$ cat src/rtl/dds_wave_gen.sv
// dds_wave_gen: single-channel DDS with shadowed bus registers, external sine ROM port,
// on-chip square/triangle/sawtooth, Q1.15 amplitude scaling and a wrap SYNC pulse.
module dds_wave_gen #(
  parameter logic [15:0] BASE_ADDR = 16'h0010,
  parameter int PHASE_W = 32,
  parameter int ADDR_W = 10,
  parameter int DATA_W = 14
) (
  input  logic              i_clk,
  input  logic              i_rst_n,
  input  logic              i_cs_n,
  input  logic              i_wr_en,
  input  logic [15:0]       i_addr,
  input  logic [15:0]       i_data,
  output logic [ADDR_W-1:0] o_rom_addr,
  input  logic [DATA_W-1:0] i_rom_q,
  output logic [DATA_W-1:0] o_da_out,
  output logic              o_sync
);
  localparam int L = DATA_W - ADDR_W;
  localparam logic [15:0] AMP_ONE = 16'h8000;
  logic w_wr;
  logic [5:0] w_sel;
  logic w_commit;
  logic w_ph_clr;
  logic [15:0] w_amp_in;
  assign w_wr = !i_cs_n && i_wr_en;
  for (genvar g = 0; g < 6; g++) begin : g_dec
    assign w_sel[g] = w_wr && (i_addr == BASE_ADDR + 16'(g));
  end
  assign w_commit = w_sel[5] && i_data[1];
  assign w_ph_clr = w_sel[5] && i_data[2];
  assign w_amp_in = (i_data > AMP_ONE) ? AMP_ONE : i_data;
  logic [31:0] r_freq_sh, r_freq_act;
  logic [15:0] r_poff_sh, r_poff_act;
  logic [1:0]  r_wsel_sh, r_wsel_act;
  logic [15:0] r_amp_sh, r_amp_act;
  logic        r_en;
  // commit copies the shadows as they stood before this edge
  always_ff @(posedge i_clk or negedge i_rst_n) begin
    if (!i_rst_n) begin
      r_freq_sh  <= '0;
      r_poff_sh  <= '0;
      r_wsel_sh  <= '0;
      r_amp_sh   <= AMP_ONE;
      r_freq_act <= '0;
      r_poff_act <= '0;
      r_wsel_act <= '0;
      r_amp_act  <= AMP_ONE;
      r_en       <= 1'b0;
    end else begin
      if (w_sel[0]) r_freq_sh[15:0] <= i_data;
      if (w_sel[1]) r_freq_sh[31:16] <= i_data;
      if (w_sel[2]) r_poff_sh <= i_data;
      if (w_sel[3]) r_wsel_sh <= i_data[1:0];
      if (w_sel[4]) r_amp_sh <= w_amp_in;
      if (w_sel[5]) r_en <= i_data[0];
      if (w_commit) begin
        r_freq_act <= r_freq_sh;
        r_poff_act <= r_poff_sh;
        r_wsel_act <= r_wsel_sh;
        r_amp_act  <= r_amp_sh;
      end
    end
  end
  logic [PHASE_W-1:0] w_freq;
  if (PHASE_W > 32) begin : g_ext
    assign w_freq = {{(PHASE_W-32){1'b0}}, r_freq_act};
  end else begin : g_trunc
    assign w_freq = r_freq_act[PHASE_W-1:0];
  end
  logic [PHASE_W-1:0] r_acc;
  logic               r_wrap;
  logic [PHASE_W:0]   w_sum;
  assign w_sum = {1'b0, r_acc} + {1'b0, w_freq};
  always_ff @(posedge i_clk or negedge i_rst_n) begin
    if (!i_rst_n) begin
      r_acc  <= '0;
      r_wrap <= 1'b0;
    end else begin
      r_acc  <= w_ph_clr ? '0 : r_en ? w_sum[PHASE_W-1:0] : r_acc;
      r_wrap <= !w_ph_clr && r_en && w_sum[PHASE_W];
    end
  end
  logic [PHASE_W-1:0] w_phase;
  logic [ADDR_W-1:0]  w_p;
  assign w_phase = r_acc + {r_poff_act, {(PHASE_W-16){1'b0}}};
  assign w_p = ADDR_W'(w_phase >> (PHASE_W - ADDR_W));
  logic [ADDR_W-1:0] r_p2;
  logic [ADDR_W-2:0] w_t;
  logic [DATA_W-1:0] w_raw, r_raw;
  logic              r_w1, r_w2, r_w3;
  assign w_t = r_p2[ADDR_W-1] ? ~r_p2[ADDR_W-2:0] : r_p2[ADDR_W-2:0];
  always_comb begin
    w_raw = (r_wsel_act == 2'd0) ? i_rom_q :
            (r_wsel_act == 2'd1) ? {DATA_W{!r_p2[ADDR_W-1]}} :
            (r_wsel_act == 2'd2) ? DATA_W'({w_t, 1'b0}) << L :
                                   DATA_W'(r_p2) << L;
  end
  // offset binary to two's complement is an MSB flip; same on the way back
  logic signed [DATA_W-1:0]  w_s;
  logic signed [16:0]        w_amp;
  logic signed [DATA_W+16:0] w_prod;
  logic [DATA_W-1:0]         w_scaled;
  assign w_s      = {~r_raw[DATA_W-1], r_raw[DATA_W-2:0]};
  assign w_amp    = {1'b0, r_amp_act};
  assign w_prod   = (DATA_W+17)'(w_s) * (DATA_W+17)'(w_amp);
  assign w_scaled = DATA_W'(w_prod >>> 15);
  always_ff @(posedge i_clk or negedge i_rst_n) begin
    if (!i_rst_n) begin
      o_rom_addr <= '0;
      r_p2       <= '0;
      r_raw      <= '0;
      r_w1       <= 1'b0;
      r_w2       <= 1'b0;
      r_w3       <= 1'b0;
      o_da_out   <= '0;
      o_sync     <= 1'b0;
    end else begin
      o_rom_addr <= w_p;
      r_w1       <= r_wrap;
      r_p2       <= o_rom_addr;
      r_w2       <= r_w1;
      r_raw      <= w_raw;
      r_w3       <= r_w2;
      o_da_out   <= {~w_scaled[DATA_W-1], w_scaled[DATA_W-2:0]};
      o_sync     <= r_w3;
    end
  end
endmodule

$ cat config.mk
export PLATFORM = sky130hd
export DESIGN_NAME = dds_wave_gen
export DESIGN_NICKNAME = d
export VERILOG_FILES = /design/src/rtl/dds_wave_gen.sv
export SDC_FILE = /design/constraint.sdc
export NUM_CORES = 1
export LEC_CHECK = 0
export ABC_CLOCK_PERIOD_IN_PS = 10300
export CAP_MARGIN = 10
export CELL_PAD_IN_SITES_DETAIL_PLACEMENT = 1
export CELL_PAD_IN_SITES_GLOBAL_PLACEMENT = 2
export CORE_MARGIN = 2
export CORE_UTILIZATION = 35
export DETAILED_ROUTE_END_ITERATION = 16
export PLACE_DENSITY_LB_ADDON = 0.1
export SLEW_MARGIN = 0
export SYNTH_ARGS = -nofsm -noshare
export SYNTH_HDL_FRONTEND = slang
export SYNTH_SLANG_ARGS = --single-unit
$ cat constraint.sdc
create_clock -name i_clk -period 10.3 [get_ports i_clk]
set_input_delay 1.03 -clock i_clk [delete_from_list [all_inputs] [get_ports i_clk]]
set_output_delay 1.03 -clock i_clk [all_outputs]
set_load 0.1 [all_outputs]
# --- Yosys cells after proc, flatten, opt, wreduce, memory -nomap -nowiden ---
# Index checks and enable logic that the tools add are counted.
word_totals:
  ff_bits: 218
  output_inout_bits: 25
  elab_cells: 58
op_classes:
  addsub: 2
  n_mul: 1
  order_cmp: 1
  n_eq_ne: 8
  mux: 7
  bitwise_logic: 3
  n_reduce_logical: 16
ops:
  columns: ["cell", "count"]
  rows:
  - ["$eq 16x5->1 const B", 6]
  - ["$mux 32", 2]
  - ["$mux 14", 3]
  - ["$add 32x32->33", 1]
  - ["$add 32x32->32", 1]
  - ["$mul 14x17->29", 1]
  - ["$gt 16x16->1 const B", 1]
  - ["$mux 16", 1]
  - ["$logic_and 1x1->1", 11]
  - ["$mux 9", 1]
  - ["$not 9->9", 1]
  - ["$logic_not 1->1", 3]
  - ["$eq 2x1->1 const B", 1]
  - ["$eq 2x2->1 const B", 1]
  - ["$logic_not 2->1", 1]
  - ["$not 1->1", 2]
  - ["$reduce_bool 2->1", 1]

# --- Longest topological paths before layout ---
depth:
  ltp_word: 7
  ltp_mapped: 25

# --- Least setup slack after synthesis ---
# No wires, ideal clock.
synth_timing:
  path_type: "register to register"
  startpoint: "reg r_raw[5]"
  endpoint: "reg o_da_out[13]"
  setup_time_ns: 0.080
  arrival_time_ns: 5.870
  t_required_ns: 10.220
  slack_ns: 4.350
  path_stages_with_launch: 23
  path_buffers: 1
  path_cell_list: "dfrtp_1 clkbuf_1 nand2_1 fa_1 fa_1 fa_1 inv_1 fa_1 fa_1 inv_1 fa_1 inv_1 ha_1 a21o_1 a21o_1 a21oi_1 o21ai_1 o21ai_0 a311oi_1 a41o_1 or3_1 a21oi_1 xnor2_1"
synth_via:
  elab_chain_len: 2
synth_lines:
  columns: ["element", "line", "source"]
  rows:
  - ["start, declared", "91", "logic [DATA_W-1:0] w_raw, r_raw;"]
  - ["start signal, assigned", "124", "r_raw <= w_raw;"]
  - ["$mul 14x17->29", "107", "assign w_prod = (DATA_W+17)'(w_s) * (DATA_W+17)'(w_amp);"]
  - ["$not 1->1", "126", "o_da_out <= {~w_scaled[DATA_W-1], w_scaled[DATA_W-2:0]};"]
  - ["end signal, assigned", "126", null]
  - ["end, declared", "17", "output logic [DATA_W-1:0] o_da_out,"]
# No other way between the ends.
# A chain may end at the register's enable or synchronous reset.

# --- Worst setup path in the final report ---
layout_timing:
  startpoint: "reg r_amp_act[7]"
  endpoint: "reg o_da_out[13]"
layout_via:
  elab_chain_len: 2
layout_lines:
  columns: ["element", "line", "source"]
  rows:
  - ["start, declared", "37", "logic [15:0] r_amp_sh, r_amp_act;"]
  - ["start signal, assigned", "62", "r_amp_act <= r_amp_sh;"]
  - ["$mul 14x17->29", "107", null]
  - ["$not 1->1", "126", null]
# No other way between the ends.

==> reports/results.ini <==
[clock_tree]
cts_htree_levels=1
cts.repair.resized=0
postCtsSetupBuffers=0
clockRootBuffer=clkbuf_16
clk_pin_slew_ns=0.05
clock_latency_ns=0.56
hold_buffers=0
cts_tree=done
cts_buffers=27
clock_sinks=218
clk_path_buf_depth=3

[job]
cap_violations=0

[finish]
final_cells=2343
antennaDiodeCount=0
syn_to_final_growth_pct=13.49
fillCellCount=5350
drive_above_1_share_pct=11.39
fin_nets=2060

[hold_path]
hold_end=r_w2
hold_depth=0
worstHoldStart=r_w1
min-delay-path-class=flip-flop to flip-flop

[global_route]
grt_usage_pct=17.59
grt_max_degree=87
grt_pass1_vias=12780
grt_overflow=0
antenna_found_initial=1
grt_pass1_wl_microns=70040

[detailed_routing]
ant_nets=0
drc_errors=0
viasPerCell=4.894
num_vias=11470
drtIter0Drc=384
wl_per_cell_microns=18.43
drt_pass1_iterations=4
wirelength_microns=43180

[timing]
setup_tns_ns=0
hold_viol_final=0
tightest_slew_ns=1.076
finalCritPeriodShare_pct=65.14
finalMaxSlewViolations=0
slew_headroom_pct=28.23
min_period_ns=6.709
clock_skew_ns=0.009385
fmax_mhz=149.1
rsz0062_at_grt=no
setup_viol=0

[critical_path]
critical_path_class=flip-flop to flip-flop
crit_path_start_kind=flip-flop
reg2regPathDepth=22
rrSetupSlack_ns=3.59
cp_max_fo=15
reg2reg_to=o_da_out[13]
r2r-start=r_amp_act[7]
crit_required_ns=10.74
cp_data_arrival_time_ns=7.15
endpoint_kind=flip-flop

[placed_design]
dpl.cell_count=2293
portBuffers=74
place.gp.congestion=0.8042
hpwl_microns=33380

[die]
start_util_pct=35.19
die_h_microns=225.1
core_area_sq_um=48650
row_count=81
die_area_sq_um=50690
pin_count=75
die_w_microns=225.1

[yosys]
yosysTopAreaCell=dfrtp_1
syn_inst=1649
synth-edff-count=0
ys_ff_latch=218
syn-cell-area_sq_um=17120
synth_area_leaders=dfrtp_1, fa_1, ha_1, mux2_2, inv_1
yosysSeqAreaShare_pct=31.89
synthFlopType=dfrtp_1
synth_fp_nets=2009
avgSynthCellArea_sq_um=10.38
ys_types=55
netlist.area_leader.share_pct=31.58
async_reset_ff_share_pct=100.0
yosysWarnings=0

[power_and_ir_drop]
ir_drop_v=0.0001133
p_leak_uw=0.009712
finalPower_uw=1978
power_density_nw_per_um2=101.8

[run_status]
status=finished, final reports clean

-- cells by family after synthesis --
kind of cell               after synthesis  share of synthesized area [%]
buffers and inverters                  280                          6.140
AOI/OAI and AO/OA                      190                          6.696
xor gates and xnor gates                59                          3.019
adders and majority gates              310                          29.94
DFF                                    218                          31.89
and+or+nand+nor                        454                          13.38
muxes                                  138                          8.940
-- per-layer routing --
metal | vias up | GRT usage (%) | part of all wire [%]
li1 | 5450 | - | -
met1 | 5859 | 22.86 | 46
met2 | 98 | 31.44 | 50
met3 | 58 | 2.008 | 2.2
met4 | 2 | 3.824 | 2.2
met5 | - | 0 | 0.032
-- stage by stage --
| stage | setup WS (ns) | hold slack (ns) | utilization, % | area, sq um |
|---|---|---|---|---|
| 6_report | 3.591 | 0.3473 | 39.93 | 19430 |
| 5_1_grt | 3.176 | 0.3589 | 39.93 | 19430 |
| 3_3_place_gp | 3.588 | 0.3349 | 38.05 | 18510 |
| 4_1_cts | 3.424 | 0.3487 | 39.93 | 19430 |
| 2_1_floorplan | 4.350 | 0.3312 | - | 17120 |
| 3_5_place_dp | 3.430 | 0.3356 | 38.05 | 18510 |
-- worst max-delay path, cell delays in order (launching register included) --
cell and delay, ns:
dfrtp_1 0.55, and2_1 0.27, fa_1 0.54, inv_1 0.05, fa_1 0.48, inv_1 0.06
fa_1 0.50, inv_1 0.06, fa_1 0.54, inv_1 0.05, fa_1 0.50, fa_1 0.41
ha_1 0.30, o21ai_0 0.08, o31ai_1 0.20, a31oi_1 0.08, o21ai_1 0.41, o21ai_0 0.25
a311oi_1 0.61, a41o_1 0.32, or3_1 0.14, a21oi_1 0.08, xnor2_1 0.12
-- worst max path at each step --
| stage | startpoint | slack (ns) | to |
|---|---|---|---|
| final | r_amp_act[7] | 3.59 | o_da_out[13] |
| after global routing | r_raw[5] | 3.18 | o_da_out[13] |
| after CTS | r_raw[5] | 3.42 | o_da_out[13] |
| after detailed placement | r_raw[5] | 3.43 | o_da_out[13] |
| after global placement | r_amp_act[7] | 3.59 | o_da_out[13] |
| after floorplan | r_raw[5] | 4.35 | o_da_out[13] |
-- cell usage in the layout, fill, tap and decap left out, drive strengths merged, types with 3 or more instances in the layout --
cell type,count
nor3,12
nor2b,5
a21o,20
and2,120
clkinvlp,3
mux2i,19
fa,166
nand2,162
a211o,4
a31o,3
xnor2,41
ha,144
clkbuf,37
nand3,14
xor2,18
clkdlybuf4s50,73
or3,4
inv,218
nand2b,22
nor4b,6
o21ai,70
bufinv,3
buf,13
o21a,6
a21oi,52
nand3b,6
o31a,3
dfrtp,216
nor4,8
nor2,63
or2,10
a31oi,6
nand4,15
mux2,119
clkinv,5
a211oi,4
o21bai,10
-- registers in the layout (all words and copies together), names as in the netlist, 10 cells and up --
signal and flops:
r_freq_act 32, r_poff_act 16, o_da_out 14, o_rom_addr 10, r_poff_sh 16, r_acc 32, r_amp_sh 16, r_p2 10
r_amp_act 16, r_freq_sh 32, r_raw 14
-- Yosys cell counts, types with 18 or more instances --
master,number
xor2_1,18
mux2i_1,19
o21ai_0,66
a21oi_1,51
nand2_1,162
nand2b_1,22
mux2_2,119
inv_1,216
clkbuf_1,60
ha_1,144
and2_1,120
nor2_1,63
fa_1,166
a21o_1,20
xnor2_1,41
dfrtp_1,216
-- layout make-up --
cell class / instances / area, sq um / share of cell area, %
flip-flops and latches: 218 / 5459 / 28.10
multi-input cells: 1151 / 10630 / 54.71
repair buffers: 86 / 835.8 / 4.302
clock buffers: 37 / 753.2 / 3.877
inverters: 216 / 810.8 / 4.174
well taps: 622 / 778.2 / 4.006
clock inverters: 13 / 161.4 / 0.8309
-- power breakdown --
| group | leakage [uW] | switching, uW | internal, uW |
|---|---|---|---|
| Clock | 0.000442 | 389 | 588 |
| Combinational | 0.00644 | 79.6 | 42.4 |
| Sequential | 0.00283 | 15.6 | 863 |
| Total | 0.00971 | 484 | 1490 |
Note: power is estimated with default switching activity, not from simulation.
